`config.mk`:
```
export PLATFORM = sky130hd
export DESIGN_NAME = reg_alu_seq
export DESIGN_NICKNAME = d
export VERILOG_FILES = /design/src/rtl/reg_alu_seq_pkg.sv /design/src/rtl/reg_alu_seq_gap.sv /design/src/rtl/reg_alu_seq.sv
export SDC_FILE = /design/constraint.sdc
export NUM_CORES = 1
export LEC_CHECK = 0
export CAP_MARGIN = 30
export CORE_MARGIN = 4
export CORE_UTILIZATION = 45
export DETAILED_ROUTE_END_ITERATION = 8
export DONT_BUFFER_PORTS = 1
export SKIP_CTS_REPAIR_TIMING = 1
export SLEW_MARGIN = 20
export SYNTH_ARGS = -nofsm -noshare
export SYNTH_HDL_FRONTEND = slang
export SYNTH_HIERARCHICAL = 1
export SYNTH_SLANG_ARGS = --single-unit
```
`constraint.sdc`:
```
create_clock -name clk -period 4.3 [get_ports clk]
set_input_delay 0.86 -clock clk [delete_from_list [all_inputs] [get_ports clk]]
set_output_delay 0.86 -clock clk [all_outputs]
set_load 0.02 [all_outputs]
```
`src/rtl/reg_alu_seq_pkg.sv`:
```
// reg_alu_seq_pkg
// Shared definitions for the register/ALU operation sequencer:
//   - sequencer state encoding (IDLE, READ, EXEC, WB, GAP)
//   - register address width, ALU opcode width, flag vector layout
//   - write-back gating helper used in the WB cycle
// Build option: define REG0_WB_BLOCK_EN to suppress register-array writes
// to address 0 (write-back strobe and done still pulse).
package reg_alu_seq_pkg;

  localparam int unsigned ADDR_W    = 5;
  localparam int unsigned OP_W      = 4;
  localparam int unsigned FLAG_W    = 4;
  localparam int unsigned GAP_CNT_W = 4;

  // Bit positions inside the {ZF,CF,OF,SF} flag vector
  localparam int unsigned FLAG_ZF = 3;
  localparam int unsigned FLAG_CF = 2;
  localparam int unsigned FLAG_OF = 1;
  localparam int unsigned FLAG_SF = 0;

  typedef enum logic [2:0] {
    ST_IDLE = 3'd0,
    ST_READ = 3'd1,
    ST_EXEC = 3'd2,
    ST_WB   = 3'd3,
    ST_GAP  = 3'd4
  } seq_state_t;

`ifdef REG0_WB_BLOCK_EN
  localparam logic REG0_BLOCK = 1'b1;
`else
  localparam logic REG0_BLOCK = 1'b0;
`endif

  // Register-array write enable for the WB cycle: follows the latched
  // reg_write copy, optionally masked for destination register 0.
  function automatic logic wb_write_enable(input logic             reg_write,
                                           input logic [ADDR_W-1:0] waddr);
    return reg_write & ~(REG0_BLOCK & (waddr == 5'd0));
  endfunction

endpackage

```
`src/rtl/reg_alu_seq_gap.sv`:
```
// seq_gap_counter
// Down-counter that times the GAP state inserted after each write-back.
// Ports:
//   clk      in   sole clock, rising edge
//   rst      in   synchronous active-high reset (count -> 0)
//   load     in   high in the WB cycle: count loads load_val on that edge
//   load_val in 4 number of GAP cycles to time
//   dec      in   high in GAP cycles: count decrements on each edge
//   expire   out  high in the last GAP cycle, i.e. the edge that ends it
//                 brings the count to 0
module seq_gap_counter
  import reg_alu_seq_pkg::*;
(
  input  logic                 clk,
  input  logic                 rst,
  input  logic                 load,
  input  logic [GAP_CNT_W-1:0] load_val,
  input  logic                 dec,
  output logic                 expire
);

  logic [GAP_CNT_W-1:0] cnt_r;

  // Load on the WB edge, count down while in GAP, hold otherwise
  always_ff @(posedge clk) begin
    if (rst) begin
      cnt_r <= 4'd0;
    end else if (load) begin
      cnt_r <= load_val;
    end else if (dec && (cnt_r != 4'd0)) begin
      cnt_r <= cnt_r - 4'd1;
    end else begin
      cnt_r <= cnt_r;
    end
  end

  // Count reaches 0 on this edge; a stray 0 in GAP also releases the FSM
  assign expire = dec && (cnt_r <= 4'd1);

endmodule

```
`src/rtl/reg_alu_seq.sv`:
```
// reg_alu_seq
// Control sequencer for one register-array / ALU operation:
//   IDLE -> READ (rr_en) -> EXEC (f_en, flags captured) -> WB (wb_en, done,
//   Reg_Write) -> [GAP for IDLE_GAP cycles] -> IDLE.
// Parameter IDLE_GAP (0..15): idle cycles inserted after each write-back.
// Build option: REG0_WB_BLOCK_EN masks Reg_Write when W_Addr == 0.
// Ports:
//   clk, rst                      clock, synchronous active-high reset
//   cmd_valid / cmd_ready         command handshake (cmd_ready combinational)
//   cmd_raddr_a/_b, cmd_waddr     command register addresses (5 bits)
//   cmd_alu_op, cmd_reg_write     command opcode and write-back request
//   flags_in                      ALU flags {ZF,CF,OF,SF}, sampled in EXEC
//   R_Addr_A/B, W_Addr, ALU_OP    latched command fields, held until next accept
//   rr_en, f_en, wb_en            one-cycle phase strobes
//   Reg_Write                     register-array write enable (WB only)
//   flags_out                     flags of the last executed operation
//   done                          one-cycle completion pulse (WB)
//   busy                          high in every state except IDLE
module reg_alu_seq
  import reg_alu_seq_pkg::*;
#(
  parameter int unsigned IDLE_GAP = 0
) (
  input  logic              clk,
  input  logic              rst,
  input  logic              cmd_valid,
  output logic              cmd_ready,
  input  logic [ADDR_W-1:0] cmd_raddr_a,
  input  logic [ADDR_W-1:0] cmd_raddr_b,
  input  logic [ADDR_W-1:0] cmd_waddr,
  input  logic [OP_W-1:0]   cmd_alu_op,
  input  logic              cmd_reg_write,
  input  logic [FLAG_W-1:0] flags_in,
  output logic [ADDR_W-1:0] R_Addr_A,
  output logic [ADDR_W-1:0] R_Addr_B,
  output logic [ADDR_W-1:0] W_Addr,
  output logic [OP_W-1:0]   ALU_OP,
  output logic              rr_en,
  output logic              f_en,
  output logic              wb_en,
  output logic              Reg_Write,
  output logic [FLAG_W-1:0] flags_out,
  output logic              done,
  output logic              busy
);

  localparam logic [GAP_CNT_W-1:0] GAP_LOAD = GAP_CNT_W'(IDLE_GAP);
  localparam logic                 HAS_GAP  = (IDLE_GAP > 0) ? 1'b1 : 1'b0;

  seq_state_t state_r;
  logic       reg_write_r;
  logic       gap_load_s;
  logic       gap_dec_s;
  logic       gap_expire_s;

  // Only the handshake is combinational; it drops in the reset cycle itself
  assign cmd_ready  = (state_r == ST_IDLE) && !rst;
  assign gap_load_s = (state_r == ST_WB);
  assign gap_dec_s  = (state_r == ST_GAP);

  seq_gap_counter u_gap (
    .clk      (clk),
    .rst      (rst),
    .load     (gap_load_s),
    .load_val (GAP_LOAD),
    .dec      (gap_dec_s),
    .expire   (gap_expire_s)
  );

  // Sequencer FSM; every output is registered from the state being entered
  always_ff @(posedge clk) begin
    if (rst) begin
      state_r     <= ST_IDLE;
      reg_write_r <= 1'b0;
      R_Addr_A    <= 5'd0;
      R_Addr_B    <= 5'd0;
      W_Addr      <= 5'd0;
      ALU_OP      <= 4'd0;
      flags_out   <= 4'd0;
      rr_en       <= 1'b0;
      f_en        <= 1'b0;
      wb_en       <= 1'b0;
      Reg_Write   <= 1'b0;
      done        <= 1'b0;
      busy        <= 1'b0;
    end else begin
      // Strobes are single-cycle: cleared unless the entered state sets them
      rr_en     <= 1'b0;
      f_en      <= 1'b0;
      wb_en     <= 1'b0;
      Reg_Write <= 1'b0;
      done      <= 1'b0;
      case (state_r)
        ST_IDLE: begin
          if (cmd_valid && cmd_ready) begin
            R_Addr_A    <= cmd_raddr_a;
            R_Addr_B    <= cmd_raddr_b;
            W_Addr      <= cmd_waddr;
            ALU_OP      <= cmd_alu_op;
            reg_write_r <= cmd_reg_write;
            rr_en       <= 1'b1;
            busy        <= 1'b1;
            state_r     <= ST_READ;
          end else begin
            busy    <= 1'b0;
            state_r <= ST_IDLE;
          end
        end
        ST_READ: begin
          f_en    <= 1'b1;
          busy    <= 1'b1;
          state_r <= ST_EXEC;
        end
        ST_EXEC: begin
          flags_out <= flags_in;
          wb_en     <= 1'b1;
          done      <= 1'b1;
          Reg_Write <= wb_write_enable(reg_write_r, W_Addr);
          busy      <= 1'b1;
          state_r   <= ST_WB;
        end
        ST_WB: begin
          if (HAS_GAP) begin
            busy    <= 1'b1;
            state_r <= ST_GAP;
          end else begin
            busy    <= 1'b0;
            state_r <= ST_IDLE;
          end
        end
        ST_GAP: begin
          if (gap_expire_s) begin
            busy    <= 1'b0;
            state_r <= ST_IDLE;
          end else begin
            busy    <= 1'b1;
            state_r <= ST_GAP;
          end
        end
        default: begin
          busy    <= 1'b0;
          state_r <= ST_IDLE;
        end
      endcase
    end
  end

endmodule
```
==> Word level (Yosys, flattened, before mapping) <==
Cells that the tools add are included.
{ "word_totals": {"register_bits": 36, "latch_bits": 0, "ramBits": 0, "romBits": 0, "inputBits": 27, "elab_cells": 41, "memories": 0} }
{ "op_classes": {"n_addsub": 1, "mul": 0, "n_div": 0, "magnitude_cmp": 1, "n_eq_ne": 4, "n_shift": 0, "mux": 8, "n_bitwise": 2, "n_reduce_logical": 12} }
{ "ops": {"columns": ["op", "n"], "rows": [
  ["$pmux 3 s4", 1],
  ["$reduce_or 2->1", 4],
  ["$eq 3x2->1 const B", 2],
  ["$mux 1", 5],
  ["$le 4x1->1 const B", 1],
  ["$logic_and 1x1->1", 4],
  ["$reduce_bool 4->1", 1],
  ["$sub 4x1->4 const B", 1],
  ["$eq 3x1->1 const B", 1],
  ["$eq 3x3->1 const B", 1],
  ["$logic_not 3->1", 1],
  ["$mux 3", 1],
  ["$pmux 1 s3", 1],
  ["$not 1->1", 2],
  ["$reduce_and 2->1", 1],
  ["$logic_not 1->1", 1]
]} }

==> Depth between registers and ports, before layout <==
Gate-level depths: netlist of the first run.
{ "logic_depth": {"ltp_word": 5, "depth_mapped": 7, "ltp_nobuf": 7} }

==> Modules after synthesis <==
Netlist of the first run, hierarchy kept.
{ "modules_own_cells": {"columns": ["module", "instances", "cells_each", "area_each_um2", "seq_area_each_um2"], "rows": [
  ["reg_alu_seq", 1, 132, 1368.8, 640.6],
  ["seq_gap_counter", 1, 33, 285.3, 80.1]
]} }

==> Least setup slack after synthesis of the first run <==
No wires, ideal clock.
{ "synth_timing": {"path_kind": "input to output", "start": "in rst", "end": "out cmd_ready", "arrival_ns": 1.273, "required_ns": 3.440, "path_slack_ns": 2.167, "cell_stages": 2, "path_buffers": 1, "cell_sequence": "nor4_4 buf_4"} }
{ "synth_between": {"elab_chain_len": 2} }
{ "synth_lines": {"columns": ["element", "line_no", "source"], "rows": [
  ["start, declared", "reg_alu_seq.sv:25", "input logic rst,"],
  ["$logic_not 1->1", "reg_alu_seq.sv:57", "assign cmd_ready = (state_r == ST_IDLE) && !rst;"],
  ["$logic_and 1x1->1", "reg_alu_seq.sv:57", null],
  ["end, declared", "reg_alu_seq.sv:27", "output logic cmd_ready,"]
]} }
Every way passes these cells.

==> Worst setup path in the final report of the first run <==
Ends and elaborated chain as after synthesis.

==> results of run 1 <==
-- layout by cell type (no fill, tap or decap), types with 4 or more instances in the layout --
cell      Yosys  routed
dfxtp_1      36      36
nand2b_1     21      21
o21ai_2      18      18
nand3_1      12      12
nor2_1       11      11
nand4b_1      9       9
clkbuf_8      0       7
mux2i_1       5       5
inv_1         5       5
conb_1        1       4
-- worst reg2reg max path: cells and delay by family, from the launching register on --
kind	cells	cell delay, ns
AND/OR/NAND/NOR	2	0.85
AO/OA/AOI/OAI	2	0.56
flip-flops	1	0.52
-- metrics by stage --
| stage | instance area (µm²) | setup slack [ns] |
|---|---|---|
| 2_1_floorplan | 1665 | 2.167 |
| 3_3_place_gp | 1628 | 2.146 |
| 3_5_place_dp | 1628 | 2.145 |
| 4_1_cts | 1754 | 2.130 |
| 5_1_grt | 1754 | 2.049 |
| 6_report | 1754 | 2.136 |
-- registers in the layout, indices dropped and copies added (netlist names) --
signal,flops
ALU_OP,4
R_Addr_A,5
R_Addr_B,5
Reg_Write,1
W_Addr,5
busy,1
done,1
f_en,1
flags_out,4
reg_write_r,1
rr_en,1
state_r,3
u_gap/cnt_r,4
-- routing by layer --
layer	wire (µm)	up-vias	GRT usage
met5	0	-	0
met4	57	0	0.06700
met3	361	5	0.06645
met2	1472	43	0.2455
met1	1363	531	0.1660
li1	-	565	-
-- power breakdown --
| group | switching [mW] | total (mW) | internal (mW) |
|---|---|---|---|
| logic | 0.0326 | 0.0616 | 0.0290 |
| clock network | 0.118 | 0.323 | 0.205 |
| registers | 0.0387 | 0.393 | 0.354 |
-- logic make-up after synthesis --
kind of cell	Yosys count
other cells	1
fa+ha+maj	3
buf+inv	19
flops	36
compound gates	29
simple gates	71
mux	6
-- worst max path at each step --
stage / startpoint / endpoint
4_1_cts: state_r[1] / cmd_ready
3_3_place_gp: rst / cmd_ready
3_5_place_dp: rst / cmd_ready
6_report: rst / cmd_ready
2_1_floorplan: rst / cmd_ready
5_1_grt: state_r[1] / cmd_ready
-- area by class of cell --
| cell class | count | area, µm² |
|---|---|---|
| Multi-Input combinational cell | 113 | 823.3 |
| Inverter | 5 | 18.77 |
| Timing Repair Buffer | 1 | 7.507 |
| Clock inverter | 1 | 30.03 |
| Clock buffer | 7 | 96.34 |
| Fill cell | 327 | 1688 |
| Tap cell | 46 | 57.56 |
| Sequential cell | 36 | 720.7 |
==> flow_metrics.env, run 1 <==
export IMPL_clock_skew_ns=0.003464
export IMPL_period_share=0.5032
export IMPL_power_leakage_nw=0.6192
export IMPL_utilization=0.5096
export IMPL_die_h_um=68.63
export IMPL_synthTopCellsByCount="36 x dfxtp_1, 21 x nand2b_1, 18 x o21ai_2, 12 x nand3_1, 11 x nor2_1"
export IMPL_antenna_found_initial=0
export IMPL_cp_top_family="buffers and inverters"
export IMPL_slowest_delay_ns=0.32
export IMPL_core_um2=3442
export IMPL_finalPower_mw=0.7775
export IMPL_required_ns=3.44
export IMPL_muxShareOfSynthArea=0.03707
export IMPL_synth_top_cell_area_share=0.4357
export IMPL_setup_viol=0
export IMPL_period_needed_ns=2.164
export IMPL_grt_pass1_vias=1163
export IMPL_clk_path_buf_depth=2
export IMPL_syn_cell_area_um2=1654
export IMPL_synth_compound_area_frac=0.1505
export IMPL_grt_pass1_wl_um=5237
export IMPL_routedWlPerCell_um=15.57
export IMPL_power_density_nw_per_um2=443.2
export IMPL_path_clk_slew_ns=0.07
export IMPL_wl_um=3254
export IMPL_synth_top_area_cell="dfxtp_1"
export IMPL_synth_avg_cell_area_um2=10.02
export IMPL_portBuffers=0
export IMPL_synth_flop_cell="dfxtp_1"
export IMPL_hold_end="Reg_Write"
export IMPL_dp_cells=201
export IMPL_hp_start="reg_write_r"
export IMPL_reg2regPathDepth=4
export IMPL_cp_buffers_inverters=1
export IMPL_hold_viol_final=0
export IMPL_reg2reg_from="state_r[2]"
export IMPL_synth_top_family_by_area="simple AND/OR/NAND/NOR gates"
export IMPL_finalMaxSlewViolations=0
export IMPL_final_nets=192
export IMPL_synthCells=165
export IMPL_synth_most_common_cell="dfxtp_1"
export IMPL_tritoncts="done"
export IMPL_dieArea_um2=4709
export IMPL_fmax_mhz=462.1
export IMPL_r2r_slack_ns=2.27
export IMPL_crit_type="in -> out"
export IMPL_worstSetupPathDepth=2
export IMPL_h_tree_depth=2
export IMPL_numClockSinks=36
export IMPL_start_util=0.4806
export IMPL_status="finished clean"
export IMPL_yosysWarnings=6
export IMPL_synth_fa_ha_area_frac=0.02269
export IMPL_detail_route_antenna_nets=0
export IMPL_post_route_drc_count=0
export IMPL_synth_top_cells_by_area="dfxtp_1 44%, o21ai_2 9.5%, nand2b_1 7.9%"
export IMPL_synth_seq_cells=36
export IMPL_synth_simple_area_share=0.2784
export IMPL_rsz0062_at_grt="no"
export IMPL_tns_ns=0
export IMPL_critPathMaxFanout=46
export IMPL_arrival_ns=1.30
export IMPL_via_count=1144
export IMPL_area_growth_pct=6.051
export IMPL_grt_max_degree=47
export IMPL_path_cells="nor4_4 > buf_4"
export IMPL_hp_class="reg -> reg"
export IMPL_cts_made_buffers=5
export IMPL_holdWs_ns=0.4725
export IMPL_gp_congestion=0.8443
export IMPL_die_w_um=68.63
export IMPL_async_reset_ff_frac=0
export IMPL_first_pass_iters=4
export IMPL_ys_seq_area_frac=0.4357
export IMPL_ys_types=40
export IMPL_start_kind="input pin"
export IMPL_hold_depth=1
export IMPL_clk_latency_ns=0.29
export IMPL_endpoint_kind="output port"
export IMPL_synth_edf_count=0
export IMPL_ir_worst_vdd_uv=246.2
export IMPL_max_slew_margin_rel=0.4814
export IMPL_via_per_inst=5.474
export IMPL_cp_slowest_cell="buf_4"
export IMPL_final_layout_size_suffix_gt1_frac=0.2209
export IMPL_tightest_slew_ns=0.7763
export IMPL_grt_usage=0.1497
export IMPL_cap_viol_max_count=0
export IMPL_stdcell_count=209
export IMPL_grt_ovfl_total=0
export IMPL_rows=21
export IMPL_r2r_end="u_gap/cnt_r[2]"
export IMPL_synth_xor_area_share=0
export IMPL_ios=57
export IMPL_diodes=0
export IMPL_drt_iter0_drc=40
export IMPL_cts_root_buffer="clkbuf_8"
export IMPL_dp_hpwl_um=2240
Power figures use the tool's default switching activity.
==> inputs of run 2 (changes only) <==
==> constraint.sdc (replaced) <==
create_clock -name clk -period 2.2 [get_ports clk]
set_input_delay 0.44 -clock clk [delete_from_list [all_inputs] [get_ports clk]]
set_output_delay 0.44 -clock clk [all_outputs]
set_load 0.02 [all_outputs]
==> flow_metrics.env, run 2 (synthesis gave the netlist of run 1 again) <==
export IMPL_core_um2=3442
export IMPL_first_pass_iters=4
export IMPL_portBuffers=0
export IMPL_dieArea_um2=4709
export IMPL_hp_class="in -> reg"
export IMPL_cap_viol_max_count=0
export IMPL_wirelength_met1_um=1388
export IMPL_ios=57
export IMPL_clk_latency_ns=0.28
export IMPL_wl_met2_um=1480
export IMPL_crit_path_start="state_r[1]"
export IMPL_path_clk_slew_ns=0.07
export IMPL_slowest_delay_ns=0.51
export IMPL_endpoint_kind="output port"
export IMPL_grt_pass1_wl_um=4995
export IMPL_rows=21
export IMPL_status="finished clean"
export IMPL_cts_made_buffers=5
export IMPL_start_kind="register"
export IMPL_utilization=0.5020
export IMPL_crit_type="reg -> out"
export IMPL_die_h_um=68.63
export IMPL_setup_viol=0
export IMPL_clock_skew_ns=0.008954
export IMPL_start_util=0.4806
export IMPL_power_density_nw_per_um2=776.6
export IMPL_area_growth_pct=4.463
export IMPL_final_layout_size_suffix_gt1_frac=0.2182
export IMPL_grt_usage=0.1442
export IMPL_drt_iter0_drc=65
export IMPL_ir_worst_vdd_uv=342.4
export IMPL_dp_hpwl_um=2296
export IMPL_tritoncts="done"
export IMPL_antenna_found_initial=0
export IMPL_highest_layer="met4"
export IMPL_via_per_inst=5.474
export IMPL_diodes=0
export IMPL_tns_ns=0
export IMPL_cp_top_family="simple AND/OR/NAND/NOR gates"
export IMPL_fmax_mhz=518.1
export IMPL_grt_ovfl_total=0
export IMPL_h_tree_depth=2
export IMPL_die_w_um=68.63
export IMPL_numClockSinks=36
export IMPL_hold_viol_final=0
export IMPL_via_count=1155
export IMPL_period_needed_ns=1.930
export IMPL_rsz0062_at_grt="no"
export IMPL_final_common_cell="dfxtp_1"
export IMPL_wl_met3_um=336
export IMPL_clk_path_buf_depth=2
export IMPL_critPathMaxFanout=10
export IMPL_reg2reg_from="state_r[2]"
export IMPL_post_route_drc_count=0
export IMPL_largestRegisters="R_Addr_A (5), R_Addr_B (5), W_Addr (5)"
export IMPL_final_cell_mix="36 x dfxtp_1, 21 x nand2b_1, 18 x o21ai_2"
export IMPL_required_ns=1.76
export IMPL_finalMaxSlewViolations=0
export IMPL_holdWs_ns=0.2303
export IMPL_grt_pass1_vias=1114
export IMPL_cp_slowest_cell="nor4_4"
export IMPL_detail_route_antenna_nets=0
export IMPL_gp_congestion=0.6494
export IMPL_power_leakage_nw=0.6077
export IMPL_cts_root_buffer="clkbuf_8"
export IMPL_wl_um=3269
export IMPL_final_nets=194
export IMPL_grt_max_degree=47
export IMPL_path_cells="nor4_4 > buf_4"
export IMPL_nFillCells=320
export IMPL_hp_start="rst"
export IMPL_arrival_ns=1.49
export IMPL_routedWlPerCell_um=15.49
export IMPL_period_share=0.8774
export IMPL_cp_buffers_inverters=1
## run 2: per-layer routing
| metal | vias to the layer above | global-route usage |
|---|---|---|
| met1 | 534 | 0.1655 |
| met3 | 8 | 0.06159 |
| met5 | - | 0 |
| met4 | 0 | 0.08685 |
| li1 | 570 | - |
| met2 | 43 | 0.2205 |
## run 2: worst paths after layout
path                    endpoint  slack [ns]  depth (start not counted)
setup / recovery       cmd_ready        0.27                          2
hold / removal      flags_out[0]        0.23                          1
setup reg to reg  u_gap/cnt_r[3]        0.44                          5
hold reg to reg      reg_write_r        0.49                          2
## run 2: cell type report
| class | instances | area, µm² | share of cell area |
|---|---|---|---|
| Clock buffer | 7 | 76.32 | 0.04417 |
| Clock inverter | 1 | 8.758 | 0.005069 |
| Inverter | 5 | 18.77 | 0.01086 |
| Multi-Input combinational cell | 113 | 823.3 | 0.4765 |
| Sequential cell | 36 | 720.7 | 0.4171 |
| Tap cell | 46 | 57.56 | 0.03331 |
| Timing Repair Buffer | 3 | 22.52 | 0.01303 |
## run 2: power breakdown
part | total [mW] | internal, mW | switching, mW
Sequential | 0.769 | 0.693 | 0.0759
Combinational | 0.122 | 0.0592 | 0.0633
Clock | 0.451 | 0.226 | 0.225
## run 2: per-stage QoR
stage / power, mW / setup slack [ns] / instance area [µm²] / instances
final: 1.342 / 0.2698 / 1728 / 211
after global routing: 1.411 / 0.1440 / 1728 / 211
after CTS: 1.364 / 0.2509 / 1728 / 211
after detailed placement: 0.9087 / 0.4324 / 1643 / 203
after global placement: 0.9035 / 0.4841 / 1643 / 203
after floorplan: 0.9085 / 0.4726 / 1665 / 168
==> inputs of run 3 (changes only) <==
--- a/config.mk
+++ b/config.mk
@@ -5,13 +5,13 @@
 export SDC_FILE = /design/constraint.sdc
 export NUM_CORES = 1
 export LEC_CHECK = 0
+export ABC_AREA = 0
 export CAP_MARGIN = 30
 export CORE_MARGIN = 4
 export CORE_UTILIZATION = 45
 export DETAILED_ROUTE_END_ITERATION = 8
 export DONT_BUFFER_PORTS = 1
 export SKIP_CTS_REPAIR_TIMING = 1
-export SLEW_MARGIN = 20
 export SYNTH_ARGS = -nofsm -noshare
 export SYNTH_HDL_FRONTEND = slang
 export SYNTH_HIERARCHICAL = 1
==> results of run 3 <==
The final DEF is identical to that of run 2; final timing and power are the same.
==> edit 1 (flow settings as in run 3) <==
Re-encode `seq_state_t` (5 states) as Gray code, 3 bits wide.
--- a/src/rtl/reg_alu_seq_pkg.sv
+++ b/src/rtl/reg_alu_seq_pkg.sv
@@ -19,11 +19,11 @@
   localparam int unsigned FLAG_SF = 0;
 
   typedef enum logic [2:0] {
-    ST_IDLE = 3'd0,
-    ST_READ = 3'd1,
-    ST_EXEC = 3'd2,
-    ST_WB   = 3'd3,
-    ST_GAP  = 3'd4
+    ST_IDLE = 3'b000,
+    ST_READ = 3'b001,
+    ST_EXEC = 3'b011,
+    ST_WB   = 3'b010,
+    ST_GAP  = 3'b110
   } seq_state_t;
 
 `ifdef REG0_WB_BLOCK_EN
Behaviour: same outputs for any inputs over 10 cycles, from zero or initial values and one cycle with rst high; not proved beyond that.
==> edit 1 against run 3 <==
- critical path depth unchanged
- critical endpoint unchanged
- final area decreased by 8.9%
- non-clock buffer count unchanged
- count of clock-buffer cells in the layout unchanged
- highest routed layer unchanged
- global-route usage increased by 1.6 points
- via count decreased by 5.9%
- synthesized area decreased by 11%
- sequential cell count unchanged
- total power decreased by 4.3%
- largest power group unchanged
- worst setup slack improved by 0.18 ns
- routed wire length decreased by 6.7%
==> edit 1: results <==
metrics = {
    "worst_hold_path": {
        "min-delay-start": "rst",
        "holdPathEnd": "flags_out[2]",
    },
    "logic_synthesis": {
        "synthTopCellsByArea": "dfxtp_1 (49%), nand2b_1 (9.3%), nand3_1 (7.1%)",
        "synthFlopType": "dfxtp_1",
        "muxShareOfSynthArea": 0.0339,
        "synthCells": 160,
        "yosys-top-cells-count": "dfxtp_1 (36), nand2b_1 (22), nand3_1 (21), nor2_1 (11), o21ai_1 (11)",
        "ys_seq_area_frac": 0.489,
        "synth_cell_types": 33,
        "synthAdderAreaFrac": 0.0254,
    },
    "detailed_routing": {
        "wire_per_inst_um": 14.7,
        "num_vias": 1087,
        "drtIter0Drc": 22,
    },
    "final_layout": {
        "area_growth_pct": 6.70,
        "drive_gt1_frac": 0.0976,
        "final_cells": 208,
        "finalNetCount": 193,
    },
    "global_route": {
        "grt_pass1_wl_um": 5300,
        "grt_pass1_vias": 1151,
        "track_usage": 0.160,
        "grt_max_degree": 37,
    },
    "pwr": {
        "peakVddDrop_uv": 304,
        "power.internal_uw": 918,
        "power.leakage_uw": 0.000584,
    },
    "critical_path": {
        "r2r_start": "u_gap/cnt_r[1]",
        "slowest_stage": "dfxtp_1",
        "cp_max_fo": 21,
        "r2r-end": "u_gap/cnt_r[1]",
        "arrival_ns": 1.31,
        "max_stage_delay_ns": 0.38,
        "rrSetupSlack_ns": 0.53,
        "cp_top_family": "flip-flops",
    },
    "placement": {
        "dpl_cell_area_um2": 1510,
        "place_hpwl_um": 2150,
        "place.gp.congestion": 0.686,
        "dpl.cell_count": 200,
    },
    "clock_network": {
        "clk_pin_slew_ns": 0.11,
        "cts_root_buf": "clkbuf_4",
        "clk_latency_ns": 0.33,
    },
    "timing": {
        "worst_clock_skew_ns": 0.00605,
    },
    "outcome": {
        "outcome": "finished, final reports clean",
    },
}
## edit 1: changes by cell type in the layout (fill, tap and decap cells not counted), moves of 5 or more
cell,change
clkbuf_4,+5
nand3_1,+9
nand4b_1,-9
o21ai_0,+8
o21ai_1,+10
o21ai_2,-18
## edit 1: worst max-delay path by stage
stage / start / to / cells after the start
floorplan: u_gap/cnt_r[1] / u_gap/cnt_r[1] / 5
global placement: state_r[1] / u_gap/cnt_r[3] / 4
detailed placement: u_gap/cnt_r[1] / u_gap/cnt_r[1] / 5
CTS: state_r[2] / cmd_ready / 2
global route: state_r[2] / cmd_ready / 2
finish: state_r[2] / cmd_ready / 2
## edit 1: per-layer routing
metal,vias to the layer above,wire [um],global-route usage
li1,550,-,-
met1,498,1250,0.177
met2,35,1530,0.272
met3,4,235,0.0701
met4,0,28,0.0544
met5,-,0,0
## edit 1: power by group through the flow
stage               clock network, uW  registers [uW]  logic, uW
floorplan                           0             792        120
global placement                    0             803        125
detailed placement                  0             805        131
CTS                               382             790        131
global route                      407             798        150
finish                            366             789        130
## edit 1: kinds of logic after synthesis
logic type / after synthesis
buffers and inverters: 15
adders and majority gates: 3
and+or+nand+nor: 69
muxes: 5
AOI/OAI and AO/OA: 31
DFF: 36
other: 1
## edit 1: metrics by stage
stage                     hold slack [ns]  worst slack [ns]
final                               0.175             0.449
after global routing                0.144             0.341
after CTS                           0.152             0.423
after detailed placement            0.457             0.548
after global placement              0.441             0.582
after floorplan                     0.431             0.685
## edit 1: area by class of cell
cell class / instances / share of cell area
Sequential cell: 36 / 0.458
Inverter: 5 / 0.0119
Clock inverter: 1 / 0.00477
Timing Repair Buffer: 3 / 0.0143
Multi-Input combinational cell: 112 / 0.441
Clock buffer: 7 / 0.0350
Tap cell: 44 / 0.0350
==> edit 2 (flow settings as in run 3) <==
Made on the original files. `GAP_CNT_W`: 4 -> 6.
--- a/src/rtl/reg_alu_seq_pkg.sv
+++ b/src/rtl/reg_alu_seq_pkg.sv
@@ -10,7 +10,7 @@
   localparam int unsigned ADDR_W    = 5;
   localparam int unsigned OP_W      = 4;
   localparam int unsigned FLAG_W    = 4;
-  localparam int unsigned GAP_CNT_W = 4;
+  localparam int unsigned GAP_CNT_W = 6;
 
   // Bit positions inside the {ZF,CF,OF,SF} flag vector
   localparam int unsigned FLAG_ZF = 3;
Behaviour: no difference found for any inputs over 10 cycles, from zero or initial values and one cycle with rst high; that may be too few to reach the edited logic, so the function may still have changed.
==> edit 2 against run 3 <==
- synthesized area increased by 7.0%
- synthesized cell count grew 8.5%
- non-clock buffer count is 2 lower
- via count is 5.9% higher
- first-iteration DRC count is 11% higher
- total power grew 5.7%
- final area up 6.7%
- worst setup slack worse by 0.083 ns
- routed wire length increased by 6.9%
- sequential share of layout area down 0.46 points
- clock power grew 7.8%
- fmax shrank 4.1%
- sequential cell count up 2
- largest cell class unchanged
==> edit 2: results <==
metrics = {
    "final_layout": {
        "drive_gt1_frac": 0.202,
        "finalNetCount": 207,
        "insertedDiodeCount": 0,
        "largest-register": "u_gap/cnt_r",
        "largest_register_ff_count": 6,
    },
    "critical_path": {
        "worst_r2r_path_depth": 5,
        "max_stage_delay_ns": 0.55,
        "slowest_stage": "nor4_4",
        "rrSetupSlack_ns": 0.23,
        "arrival_ns": 1.57,
        "r2r-end": "u_gap/cnt_r[3]",
        "cp_max_fo": 15,
        "crit_path_end": "cmd_ready",
        "cp_top_family": "simple AND/OR/NAND/NOR gates",
    },
    "worst_hold_path": {
        "min_path_cells": 1,
        "min-delay-start": "rst",
        "hold_path_class": "input pin to flop",
    },
    "logic_synthesis": {
        "synth_cell_types": 42,
        "muxShareOfSynthArea": 0.0403,
        "ys_seq_area_frac": 0.430,
        "synthXorXnorAreaFrac": 0.0149,
        "synthTopCellsByArea": "dfxtp_1 (43%), o21ai_2 (8.9%), nand2b_1 (7.4%)",
        "synth_compound_area_frac": 0.146,
        "synthAdderAreaFrac": 0.0212,
        "yosys-top-cells-count": "dfxtp_1 (38), nand2b_1 (21), o21ai_2 (18), nand3_1 (11), nor2_1 (11)",
        "async_reset_ff_frac": 0,
    },
    "detailed_routing": {
        "drt_pre_antenna_iters": 4,
        "num_vias": 1223,
        "wire_per_inst_um": 15.5,
        "drtIter0Drc": 72,
    },
    "global_route": {
        "grt_pass1_wl_um": 5650,
        "track_usage": 0.140,
        "antenna_found_initial": 0,
        "grt_max_degree": 49,
    },
    "clock_network": {
        "clk_pin_slew_ns": 0.07,
        "clk_path_buf_depth": 2,
        "clk_latency_ns": 0.28,
    },
    "pwr": {
        "power.leakage_uw": 0.000646,
        "peakVddDrop_uv": 489,
        "p_switching_uw": 379,
    },
    "placement": {
        "portBuffers": 0,
        "place_hpwl_um": 2510,
        "place.gp.congestion": 0.803,
    },
    "timing": {
        "worst_clock_skew_ns": 0.00163,
        "min_period_ns": 2.01,
        "slew_headroom": 0.655,
    },
    "outcome": {
        "outcome": "finished, final reports clean",
    },
}
## edit 2: changes by cell type after synthesis, moves of 2 or more
cell,delta
dfxtp_1,+2
xnor2_1,+3
o21ai_0,+2
nor4b_1,-2
nor2b_1,+2
a211oi_1,+3
nor3_1,+3
## edit 2: cell type report
class / instances / area, um2
inverters: 4 / 15.0
fillers: 372 / 1900
clock inverters: 2 / 12.5
repair buffers: 1 / 7.51
multi-input cells: 127 / 906
flip-flops and latches: 38 / 761
well taps: 48 / 60.1
clock buffers: 6 / 82.6
## edit 2: cell families (layout without fill, tap and decap cells)
group                      after synthesis  count (layout)
muxes                                    7               7
AOI/OAI and AO/OA                       32              32
and+or+nand+nor                         76              76
other                                    1               6
buffers and inverters                   19              13
xor gates and xnor gates                 3               3
DFF                                     38              38
adders and majority gates                3               3
## edit 2: worst min-delay path by stage
stage / endpoint / slack [ns]
2_1_floorplan: Reg_Write / 0.43
3_3_place_gp: Reg_Write / 0.45
3_5_place_dp: Reg_Write / 0.45
4_1_cts: flags_out[0] / 0.20
5_1_grt: flags_out[1] / 0.19
6_report: u_gap/cnt_r[0] / 0.22
## edit 2: power groups by stage
stage / Sequential (uW) / Combinational [uW] / Clock (uW)
2_1_floorplan: 805 / 148 / 0
3_3_place_gp: 823 / 122 / 0
3_5_place_dp: 824 / 127 / 0
4_1_cts: 809 / 127 / 509
5_1_grt: 814 / 140 / 539
6_report: 808 / 125 / 486
## edit 2: layer usage
layer | vias to the layer above | GRT usage | part of all wire
li1 | 615 | - | -
met5 | - | 0 | 0
met1 | 565 | 0.157 | 0.41
met2 | 41 | 0.230 | 0.48
met3 | 2 | 0.0739 | 0.099
met4 | 0 | 0.0438 | 0.0054
## edit 2: worst register-to-register path, delay by kind of cell, from the launching register on
kind | cells | cell delay, ns
DFF | 1 | 0.52
AOI/OAI and AO/OA | 2 | 0.34
xor gates and xnor gates | 1 | 0.08
and+or+nand+nor | 2 | 0.96
## edit 2: stage by stage
stage	hold WS [ns]	util	std cells	instance area, um2
floorplan	0.431	-	184	1790
global placement	0.447	0.467	218	1750
detailed placement	0.448	0.467	218	1750
CTS	0.204	0.493	226	1840
global route	0.194	0.493	226	1840
finish	0.222	0.493	226	1840
